===== src/rtl/serial_frame_pkg.sv =====
// rtl/serial_frame_pkg.sv - shared types and constants for the serial frame transmitter
package serial_frame_pkg;

    typedef enum logic [1:0] {
        IDLE,
        PRE,
        DATA,
        PAR
    } sftx_state_t;

    localparam logic [3:0] DEFAULT_PREAMBLE = 4'b1011;

endpackage


===== src/rtl/serial_frame_tx_piso.sv =====
// rtl/serial_frame_tx_piso.sv - parallel-load, shift-left register exposing its msb
module piso_shreg #(
    parameter int DATA_W = 8
) (
    input  logic              clk,
    input  logic              rst,
    input  logic              load,
    input  logic              shift,
    input  logic [DATA_W-1:0] d,
    output logic              msb
);

    logic [DATA_W-1:0] q;

    always_ff @(posedge clk) begin
        if (rst) begin
            q <= '0;
        end else if (load) begin
            q <= d;
        end else if (shift) begin
            q <= q << 1;
        end
    end

    assign msb = q[DATA_W-1];

endmodule


===== src/rtl/serial_frame_tx.sv =====
// rtl/serial_frame_tx.sv - serial frame transmitter: preamble, MSB-first payload, optional even parity
module serial_frame_tx
    import serial_frame_pkg::*;
#(
    parameter int               DATA_W    = 8,
    parameter int               PRE_W     = 4,
    parameter logic [PRE_W-1:0] PREAMBLE  = DEFAULT_PREAMBLE,
    parameter int               PARITY_EN = 1
) (
    input  logic              clk,
    input  logic              rst,
    input  logic [DATA_W-1:0] din,
    input  logic              din_valid,
    output logic              din_ready,
    output logic              sd,
    output logic              busy,
    output logic              done
);

    localparam int MAX_W = (PRE_W > DATA_W) ? PRE_W : DATA_W;
    localparam int CNT_W = $clog2(MAX_W + 1);

    sftx_state_t      state;
    logic [CNT_W-1:0] cnt;
    logic             par;
    logic             accept;
    logic             shift;
    logic             msb;

    function automatic logic pre_bit(input int idx);
        pre_bit = 1'b0;
        for (int i = 0; i < PRE_W; i++) begin
            if (i == idx) pre_bit = PREAMBLE[i];
        end
    endfunction

    // done is registered alongside sd, so it marks the final bit currently on the line
    assign din_ready = (state == IDLE) || done;
    assign accept    = din_valid && din_ready;

    // the register shifts whenever the next bit put on sd is a payload bit
    assign shift = ((state == PRE)  && (int'(cnt) == PRE_W - 1)) ||
                   ((state == DATA) && (int'(cnt) != DATA_W - 1));

    piso_shreg #(.DATA_W(DATA_W)) u_shreg (
        .clk   (clk),
        .rst   (rst),
        .load  (accept),
        .shift (shift),
        .d     (din),
        .msb   (msb)
    );

    always_ff @(posedge clk) begin
        if (rst) begin
            state <= IDLE;
            cnt   <= '0;
            par   <= 1'b0;
            sd    <= 1'b0;
            busy  <= 1'b0;
            done  <= 1'b0;
        end else begin
            done <= 1'b0;
            if (accept) begin
                state <= PRE;
                cnt   <= '0;
                par   <= ^din;
                sd    <= PREAMBLE[PRE_W-1];
                busy  <= 1'b1;
            end else begin
                case (state)
                    IDLE: begin
                        sd   <= 1'b0;
                        busy <= 1'b0;
                    end
                    PRE: begin
                        if (int'(cnt) == PRE_W - 1) begin
                            state <= DATA;
                            cnt   <= '0;
                            sd    <= msb;
                            done  <= (DATA_W == 1) && (PARITY_EN == 0);
                        end else begin
                            cnt <= cnt + CNT_W'(1);
                            sd  <= pre_bit(PRE_W - 2 - int'(cnt));
                        end
                    end
                    DATA: begin
                        if (int'(cnt) == DATA_W - 1) begin
                            if (PARITY_EN != 0) begin
                                state <= PAR;
                                sd    <= par;
                                done  <= 1'b1;
                            end else begin
                                state <= IDLE;
                                sd    <= 1'b0;
                                busy  <= 1'b0;
                            end
                        end else begin
                            cnt  <= cnt + CNT_W'(1);
                            sd   <= msb;
                            done <= (PARITY_EN == 0) && (int'(cnt) + 2 == DATA_W);
                        end
                    end
                    default: begin
                        state <= IDLE;
                        sd    <= 1'b0;
                        busy  <= 1'b0;
                    end
                endcase
            end
        end
    end

endmodule

===== config.mk =====
export PLATFORM = sky130hd
export DESIGN_NAME = serial_frame_tx
export DESIGN_NICKNAME = d
export VERILOG_FILES = /design/src/rtl/serial_frame_pkg.sv /design/src/rtl/serial_frame_tx_piso.sv /design/src/rtl/serial_frame_tx.sv
export SDC_FILE = /design/constraint.sdc
export NUM_CORES = 1
export LEC_CHECK = 0
export CAP_MARGIN = 20
export CELL_PAD_IN_SITES_DETAIL_PLACEMENT = 2
export CELL_PAD_IN_SITES_GLOBAL_PLACEMENT = 2
export CORE_ASPECT_RATIO = 0.6
export CORE_MARGIN = 3
export CORE_UTILIZATION = 33
export DETAILED_ROUTE_END_ITERATION = 8
export PLACE_DENSITY_LB_ADDON = 0.1
export SYNTH_ARGS = -nofsm -noshare
export SYNTH_HDL_FRONTEND = slang
export SYNTH_HIERARCHICAL = 1
export SYNTH_SLANG_ARGS = --single-unit

===== constraint.sdc =====
create_clock -name clk -period 2.1 [get_ports clk]
set_input_delay 0.42 -clock clk [delete_from_list [all_inputs] [get_ports clk]]
set_output_delay 0.42 -clock clk [all_outputs]
set_load 0.02 [all_outputs]

After elaboration in Yosys (flattened, before gate mapping). Index checks and enable logic that the tools add are counted.

Register bits: 18. Latch bits: 0. Bits in writable memories: 0. ROM bits: 0. Bits of input ports: 11. Output and inout port bits: 4. Memories: 0.

Add/sub/neg operators: 2. Multipliers: 0. Divide/modulo/power cells: 0. Magnitude comparators: 0. Equal/unequal tests: 15. Shifts and indexed selects: 0. Muxes and demuxes: 20. Bitwise operators: 2. Reduce and logical (&&, ||, !) cells: 16.

Operators by type and width (number): $logic_not 32->1 (1); $mux 8 (2); $mux 1 (11); $eq 3x5->1 const A (2); $mux 4 (2); $pmux 4 s2 (1); $reduce_xor 8->1 (1); $ne 2x1->1 const B (3); $ne 3x2->1 const B (2); $pmux 2 s3 (1); $reduce_and 3->1 (2); $eq 2x5->1 const A (1); $sub 2x4->5 const A (1); $add 4x1->4 const B (1); $eq 4x3->1 const B (1); $eq 4x4->1 const B (1); $mux 2 (2); $ne 2x2->1 const B (2); $ne 4x4->1 const B (1); $reduce_bool 2->1 (2); $reduce_or 2->1 (2); $logic_and 1x1->1 (3); $reduce_or 3->1 (1); $eq 2x1->1 const B (1); 6 further kinds (8).

Longest topological paths before layout.
Word-level depth: 9. Depth in mapped cells: 8. Mapped depth without buffers: 7.

Cells and area by module. Netlist, hierarchy kept.

By module, submodules not included: serial_frame_tx (times used 1, cells each 89, area each 759.5 um^2, seq. area each 200.2 um^2); piso_shreg (times used 1, cells each 35, area each 369.1 um^2, seq. area each 160.2 um^2).

Least setup slack after synthesis. No wires, ideal clock.

Path kind: register to register. Start point: reg state[0]. End point: reg u_shreg.q[0]. Library setup time: 70 ps. Data arrival time: 1707 ps. Data required time: 2030 ps. Slack: 323 ps. Cell stages (with the launch flop): 8. Path buffers: 0. Clock period less this slack: 1777 ps. Path through: dfxtp_1 inv_1 ha_1 or2_1 nand2_1 inv_1 or3b_1 a21oi_1.

Cells in the longest elaborated chain, start to end: 4.

RTL lines: start: declaration (line serial_frame_tx.sv:23) `sftx_state_t state;`; start signal: assignment (line serial_frame_tx.sv:56) `state <= IDLE;`; start signal: assignment (line serial_frame_tx.sv:65) `state <= PRE;`; start signal: assignment (line serial_frame_tx.sv:78) `state <= DATA;`; $logic_not 2->1 (*) (line serial_frame_tx.sv:38) `assign din_ready = (state == IDLE) || done;`; $logic_or 1x1->1 (*) (line serial_frame_tx.sv:38); via din_ready (line serial_frame_tx.sv:14) `output logic din_ready,`; $logic_and 1x1->1 (*) (line serial_frame_tx.sv:39) `assign accept = din_valid && din_ready;`; via accept (line serial_frame_tx.sv:26) `logic accept;`; $mux 8 / $reduce_bool 2->1 (equally long branches); end signal: assignment (line serial_frame_tx_piso.sv:21) `q <= q << 1;`; end: declaration (line serial_frame_tx_piso.sv:13) `logic [DATA_W-1:0] q;`.

Mark *: on every way through the listed nets, which the timed path passes. The rest lies on a longest branch. A chain may end at the register's enable or synchronous reset.

Worst setup path in the final report.
Start point: reg state[0]. End point: out din_ready.

Cells in the longest elaborated chain, start to end: 2.

RTL lines (line): $logic_not 2->1 (serial_frame_tx.sv:38); $logic_or 1x1->1 (serial_frame_tx.sv:38); end: declaration (serial_frame_tx.sv:14).

No other way between the ends.

==> impl_metrics.tcl <==
set metrics [dict create \
    power.leakage_uw 0.000493 \
    clock_latency_ns 0.25 \
    ios 15 \
    hold_path.class "reg2reg" \
    worst_setup_path_end_kind "output port" \
    place_hpwl_mm 2.36 \
    cts_tree "built" \
    maxSlewHeadroom_pct 73.1 \
    finalMaxSlewViolations 0 \
    cts.clk_slew.worst_paths_ns 0.06 \
    reg2reg_slack_ns 0.18 \
    die_area_mm2 0.00418 \
    cts_made_buffers 3 \
    cts.sinks 18 \
    worstMarginPinSlew_ns 0.404 \
    finalCritPeriodShare_pct 91.8 \
    fill_cells 337 \
    power_density_mw_per_mm2 608 \
    whs_endpoint "busy" \
    ys_ff_latch 18 \
    area_growth_syn_to_layout_pct 19.8 \
    avgRoutedWirePerCell_um 16.0 \
    place.gp.congestion 0.752 \
    final_cells 182 \
    drt_iter0_drc 43 \
    viasPerCell 5.07 \
    drive_gt1_share_pct 9.29 \
    fin_crit_ns 1.93 \
    post_cts_buffers 0 \
    critPathMaxFanout 4 \
    timing.fmax_mhz 519 \
    setup.worst_path.start_class "flip-flop" \
    crit_required_ns 1.68 \
    path_class "reg2out" \
    drcViolationCount 0 \
    drt_wl_total_mm 2.90 \
    synth_top_area_cell "dfxtp_1" \
    first_pass_iters 4 \
    start_util_pct 36.9 \
    dieHeight_um 51.3 \
    synth_flop_cell "dfxtp_1" \
    synth.distinct_cells 36 \
    clockRootBuffer "clkbuf_8" \
    setup_violations 0 \
    synth-edff-count 0 \
    grt_first_pass_wirelength_mm 5.02 \
    antenna_found_initial 0 \
    core_area_mm2 0.00306 \
    hp-start "busy" \
    htree_num_levels 1 \
    grt_max_degree 13 \
    syn_nets 143 \
    netlist_top_cells_area "dfxtp_1 (32%), ha_1 (8.9%), mux2i_1 (8.9%)" \
    fp-row-count 15 \
    num_vias 922 \
    r2r_start "state[0]" \
    skew_ns 0.00610 \
    place.port_buffers 14 \
    fin_nets 161 \
    cts_buffer_depth 2 \
    yosysSeqAreaShare_pct 31.9 \
    ir_drop_mv 0.287 \
    fin_tns_setup_ns 0 \
    syn-cell-area_mm2 0.00113 \
    antenna_cells 0 \
    grt_util_all_layers_pct 15.9 \
    netlist_instances 124 \
    first_global_vias 1023 \
    synth_top_area_share_pct 31.9 \
    dp.cells 179 \
    synthArstFlopShare_pct 0 \
    hold_viol_final 0 \
    rsz0062_at_grt "no" \
    rr_worst_depth 7 \
    avgSynthCellArea_um2 9.10 \
    status "finished clean" \
    r2r-end "u_shreg/q[0]" \
    yosysWarnings 6 \
    grt-ovfl-total 0 \
    drv_cap 0 \
    cp.arrival_ns 1.51 \
    min_path_cells 2 \
    ant_nets 0 \
    die_w_um 81.5 \
]
==> flip-flops by register name (all words and copies together) (netlist names) <==
register / cells
par: 1
state: 2
busy: 1
sd: 1
done: 1
cnt: 4
u_shreg/q: 8
==> where the power goes <==
part           leakage [uW]  internal (uW)  total (uW)  switching (uW)
logic              0.000324           93.3         198             104
clock network     0.0000216            127         241             113
registers          0.000148            368         383            15.5
==> logic make-up after synthesis <==
logic type      count (synthesis)  synth area share (%)
fa+ha+maj                       8                  8.87
mux                            10                  8.87
buf+inv                        12                  5.77
compound gates                 25                  15.6
xor+xnor                        8                  6.21
simple gates                   43                  22.7
flops                          18                  31.9
==> per-stage QoR <==
stage          area [um2]  hold WS (ns)  setup WS (ns)  total power (uW)  utilization [%]
3_5_place_dp         1310         0.481          0.180               592             42.9
4_1_cts              1350         0.495          0.149               831             44.2
5_1_grt              1350         0.514         0.0281               874             44.2
2_1_floorplan        1130         0.473          0.323               517                -
6_report             1350         0.494          0.172               822             44.2
3_3_place_gp         1310         0.461          0.269               580             42.9
==> Yosys cell counts, drive strengths merged (2+ instances only) <==
master / number
a211oi: 8
a21o: 4
a21oi: 6
buf: 4
dfxtp: 18
ha: 8
inv: 7
mux2i: 10
nand2: 6
nand2b: 3
nand3: 4
nor2: 11
nor2b: 7
nor3: 2
nor3b: 2
xnor2: 8
==> what timing repair did <==
item / 4_1_cts / 5_1_grt
gates resized for setup: 1 / 0
setup endpoints to repair: 1 / 0
hold buffers: 0 / 0
==> cell type report <==
class	instances	area, um2	share of cell area (%)
clock buffers	3	41.3	3.05
inverters	7	26.3	1.94
multi-input cells	94	703	52.0
flip-flops and latches	18	360	26.6
well taps	42	52.6	3.89
repair buffers	18	169	12.5
==> cell usage in the layout, fill, tap and decap left out, types with 2 or more instances in the layout <==
master and n:
nor2b_1 7, clkbuf_8 3, clkdlybuf4s50_1 13, nand2b_1 3, dfxtp_1 18, mux2i_1 10
a211oi_1 8, xnor2_1 8, inv_1 7, buf_4 4, ha_1 8, nand2_1 6
nand3_1 4, nor2_1 10, nor3_2 2, a21o_1 4, a21oi_1 6
==> critical path, stage by stage, from the launching register on <==
cell	delay, ns
dfxtp_1	0.37
inv_1	0.08
ha_1	0.24
or2_1	0.25
dlygate4sd2_1	0.32
==> metal layers <==
metal | up-vias | track usage [%] | share of wire, %
met5 | - | 0 | 0
met4 | 0 | 1.69 | 0.45
met3 | 2 | 5.11 | 4.0
met2 | 14 | 25.7 | 44
met1 | 443 | 21.1 | 51
li1 | 463 | - | -
==> how the worst max path moves through the flow <==
stage / cells past startpoint / startpoint / endpoint
floorplan: 7 / state[0] / u_shreg/q[0]
global placement: 4 / state[0] / din_ready
detailed placement: 7 / state[0] / u_shreg/q[0]
CTS: 4 / state[0] / din_ready
global route: 7 / state[0] / u_shreg/q[0]
finish: 4 / state[0] / din_ready
(Power assumes the default switching activity.)
==> variant 1 (config.mk and constraints unchanged) <==
The parameter `PARITY_EN` goes from 1 to 0.
--- a/src/rtl/serial_frame_tx.sv
+++ b/src/rtl/serial_frame_tx.sv
@@ -5,7 +5,7 @@
     parameter int               DATA_W    = 8,
     parameter int               PRE_W     = 4,
     parameter logic [PRE_W-1:0] PREAMBLE  = DEFAULT_PREAMBLE,
-    parameter int               PARITY_EN = 1
+    parameter int               PARITY_EN = 0
 ) (
     input  logic              clk,
     input  logic              rst,
Function: no difference found for any inputs over 10 cycles, from zero or initial values and one cycle with rst high; that may be too few to reach the edited logic, so the function may still have changed.
==> variant 1 against the original RTL <==
Sequential cell count is 1 lower. Final area is 0.74% lower. Synthesized area is 4.8% lower. Critical path depth stayed put. Power is 7.9% lower. Global-route usage is 3.7 points higher. Core utilization is 0.78 points higher. Register-to-register slack better by 0.02 ns. Clock power is 3% higher. Wire length is 21% higher. Setup slack worse by 0.082 ns.
==> variant 1: results (changes against the original RTL) <==
Seq power=355 uW (-7.3%); combinational power=153 uW (-23%); mapped cell area=1070 sq um (-4.8%); fillers=331 (-1.8%); synth unique cells=34 (-5.6%); met3 Usage GRT=0.0520 (+0.000915); first-pass GRT wire length=5.74 mm (+14%); Clock Skew=0.00548 ns (-0.000625 ns); Non-Filler Instances=183 (+0.55%); Starting DRT DRC Count=32 (-26%); Multi-Input Combinational=87 (-7.4%); synthesized instance count=120 (-3.2%); Total GRT Usage=0.196 (+0.0374); Setup WS pre-CTS=0.137 ns (-0.0425 ns); share of cells above drive strength 1=0.142 (+0.0490); Inverters=10 (+3); register bit total from synthesis=17 (-1); Via-to-Cell Ratio=5.31 (+4.7%); Non-CTS buffers=23 (+5); dpl cell area=1270 sq um (-3.4%); buffering overhead=0.152 (+0.0270); sequential cell area fraction in the yosys report=0.317 (-0.00264); Clock buf/inv share=0.0336 (+0.00302); grt met1 use=0.284 (+0.0726); fraction of area in multi-input gates=0.487 (-0.0325); CP arrival=1.59 ns (+0.08 ns); run status=completed; reg2reg start=state[1]; Pleak=0.496 nW (+0.60%); Wirelength per Cell=19.2 um (+20%); vias in the first global route=1,032 (+0.88%); global placer's final weighted congestion=0.751 (about the same); Post-synth top cells=dfxtp_1, ha_1, inv_1; Worst slew margin=0.691 (-0.0395); combinational share of power=0.202 (-0.039); Placed Cells=176 (-1.7%); Sw Share=0.276 (-0.00783); Max IR drop VDD=0.000395 V (+38%); # clk buffers=4 (+1); dpl hpwl=2.58 mm (+9.3%); met2 usage=0.299 (+0.0424)
-- variant 1: cells by family after synthesis --
family | count (synthesis) | share of synthesized area
flip-flops | 17 | 0.317
multiplexers | 8 | 0.0745
AO/OA/AOI/OAI | 32 | 0.205
buffers and inverters | 16 | 0.0768
XOR/XNOR | 1 | 0.00815
AND/OR/NAND/NOR | 34 | 0.179
adder cells (fa/ha/maj) | 12 | 0.140
-- variant 1: what timing repair did --
item / 4_1_cts / 5_1_grt
setup buffers: 0 / 3
cloned: 0 / 0
endpoints found under the setup margin: 1 / 2
resized for setup: 1 / 4
-- variant 1: worst paths after layout --
| check | to | slack (ns) | cells past startpoint |
|---|---|---|---|
| worst max-delay path | din_ready | 0.09 | 4 |
| worst min-delay path | busy | 0.49 | 2 |
| worst min register to register | busy | 0.49 | 2 |
| worst max register to register | u_shreg/q[4] | 0.20 | 8 |
-- variant 1: metal layers --
layer  vias up  routed length, um
met5         -                  0
met4         0                 36
met3         6                157
met2        20               1540
met1       476               1770
li1        469                  -
==> variant 2 (same settings) <==
Without the edit above. Re-encode `sftx_state_t` (4 states) as one-hot, 4 bits wide.
--- a/src/rtl/serial_frame_pkg.sv
+++ b/src/rtl/serial_frame_pkg.sv
@@ -1,11 +1,11 @@
 // rtl/serial_frame_pkg.sv - shared types and constants for the serial frame transmitter
 package serial_frame_pkg;
 
-    typedef enum logic [1:0] {
-        IDLE,
-        PRE,
-        DATA,
-        PAR
+    typedef enum logic [3:0] {
+        IDLE = 4'b0001,
+        PRE  = 4'b0010,
+        DATA = 4'b0100,
+        PAR  = 4'b1000
     } sftx_state_t;
 
     localparam logic [3:0] DEFAULT_PREAMBLE = 4'b1011;
Behaviour: no difference found for any inputs over 10 cycles, from zero or initial values and one cycle with rst high; not proved beyond that.
==> variant 2 against the original RTL <==
Largest power group unchanged. Sequential cell count increased by 2. Fmax is 2.1% lower. Combinational power decreased by 16%. Wire length increased by 13%. Power rose by 6.5%. Setup slack got worse by 0.041 ns. Largest cell class unchanged. Final area grew 7.2%. Sequential share of layout area rose by 0.97 points. Count of clock-buffer cells in the layout rose by 1. Core utilization rose by 2.9 points. Synthesized area up 0.44%.
==> variant 2: results (changes against the original RTL) <==
antenna cells=0 (unchanged); reg2reg start=state[2]; share of cells above drive strength 1=0.151 (+0.0578); root buf cell=clkbuf_8; Clk Latency, worst-skew pair=0.25 ns (about the same); # nets final=163 (+1.2%); Hold Path Sink=busy; Max IR drop VDD=0.000368 V (+28%); dpl hpwl=2.46 mm (+4.1%); Post-synth EDFFs=0 (unchanged); Post-synth top cells=dfxtp_1, a211oi_1, mux2i_1, nor2b_1, a21oi_1; Synth Flop Type=dfxtp_1; via count=960 (+4.1%); Starting DRT DRC Count=32 (-26%); async set-or-reset flop fraction in the synthesized netlist=0 (unchanged); Clock Skew=0.00225 ns (-0.00386 ns); R2R cell count=7 (unchanged); hold path start=busy; largest net degree at the start of global routing=12 (-1); Setup Fix Bufs, Post-CTS=0 (unchanged); Slew @ Worst Pin=0.415 ns (+0.0107 ns); sequential cell area fraction in the yosys report=0.353 (+0.0339); largest cells by area after synthesis=dfxtp_1, mux2i_1, a211oi_1; Inserted Clock Buffers=3 (unchanged); Setup WS pre-CTS=0.135 ns (-0.0447 ns); Critical R2R Capture=u_shreg/q[2]; clock buffer depth=2 (unchanged); CP arrival=2.10 ns (+0.59 ns); Hold Path Stages=1 (-1); global placer's final weighted congestion=0.770 (+2.4%); first-pass GRT wire length=5.27 mm (+4.9%); run status=completed; IO Port Bufs=14 (unchanged); Pleak=0.517 nW (+4.7%); clock slew at reported path FFs=roughly 0.07 ns; Wirelength per Cell=17.4 um (+9.1%); largest registers=u_shreg/q x8, cnt x4, state x4; syn_nets=137 (-4.2%); H-tree depth=1 (unchanged); synth unique cells=35 (-2.8%); vias in the first global route=1,021 (-0.20%); router iterations before antenna repair=3 (-1); Fin Hold WS=0.511 ns (+0.0172 ns); Hold Crit Class=reg2reg; Ys Warns=6 (unchanged); initial antenna violation count=0 (unchanged); Total GRT Usage=0.172 (+0.0131); CP Max Fanout=8 (+4)
## variant 2: logic make-up (layout without fill, tap and decap cells)
logic type | count (synthesis) | in the layout | synth area share
buffers and inverters | 10 | 35 | 0.0464
AOI/OAI and AO/OA | 30 | 30 | 0.178
adders and majority gates | 5 | 5 | 0.0552
DFF | 20 | 20 | 0.353
and+or+nand+nor | 40 | 40 | 0.234
muxes | 9 | 9 | 0.0795
xor gates and xnor gates | 7 | 7 | 0.0541
## variant 2: layout make-up
class / count / area (sq um)
Inverter: 7 / 26.3
Fill cell: 348 / 1630
Timing Repair Buffer: 24 / 218
Multi-Input combinational cell: 91 / 698
Clock buffer: 4 / 55.1
Tap cell: 42 / 52.6
Sequential cell: 20 / 400
## variant 2: worst max-delay path by stage
| stage | from | end | slack, ns | cells after the start |
|---|---|---|---|---|
| 2_1_floorplan | cnt[0] | u_shreg/q[0] | 0.38 | 6 |
| 3_3_place_gp | state[1] | din_ready | 0.24 | 3 |
| 3_5_place_dp | cnt[1] | u_shreg/q[5] | 0.14 | 7 |
| 4_1_cts | state[1] | din_ready | 0.008 | 3 |
| 5_1_grt | state[2] | u_shreg/q[2] | -0.07 | 7 |
| 6_report | state[2] | u_shreg/q[2] | 0.13 | 7 |
## variant 2: per-stage QoR
step / utilization / setup TNS, ns / area [sq um] / cells
final: 0.471 / 0 / 1450 / 188
after CTS: 0.467 / 0 / 1440 / 188
after global placement: 0.447 / 0 / 1380 / 184
after global routing: 0.471 / -0.191 / 1450 / 188
after detailed placement: 0.447 / 0 / 1380 / 184
after floorplan: - / 0 / 1130 / 121
## variant 2: what timing repair did
| item | 4_1_cts | 5_1_grt |
|---|---|---|
| pin swaps | 0 | 0 |
| gates resized for setup | 1 | 3 |
| endpoints found under the setup margin | 1 | 7 |
## variant 2: power by group
part           total [mW]  internal, mW  switching, mW
clock network       0.290         0.167          0.123
logic               0.167        0.0838         0.0831
registers           0.419         0.403         0.0158
total               0.876         0.653          0.222
## variant 2: critical path, stage by stage, from the launching register on
cell and delay [ns]:
dfxtp_1 0.38, buf_4 0.18, nor2b_1 0.26, nand2_1 0.20, a21boi_0 0.23, buf_4 0.23, mux2i_1 0.25, a211oi_1 0.11
## variant 2: per-layer routing
layer  vias to the layer above  GRT usage  part of all wire
met5                         -          0                 0
met1                       464      0.240              0.50
met2                        12      0.276              0.46
met3                         2     0.0440             0.032
li1                        482          -                 -
met4                         0     0.0166            0.0027
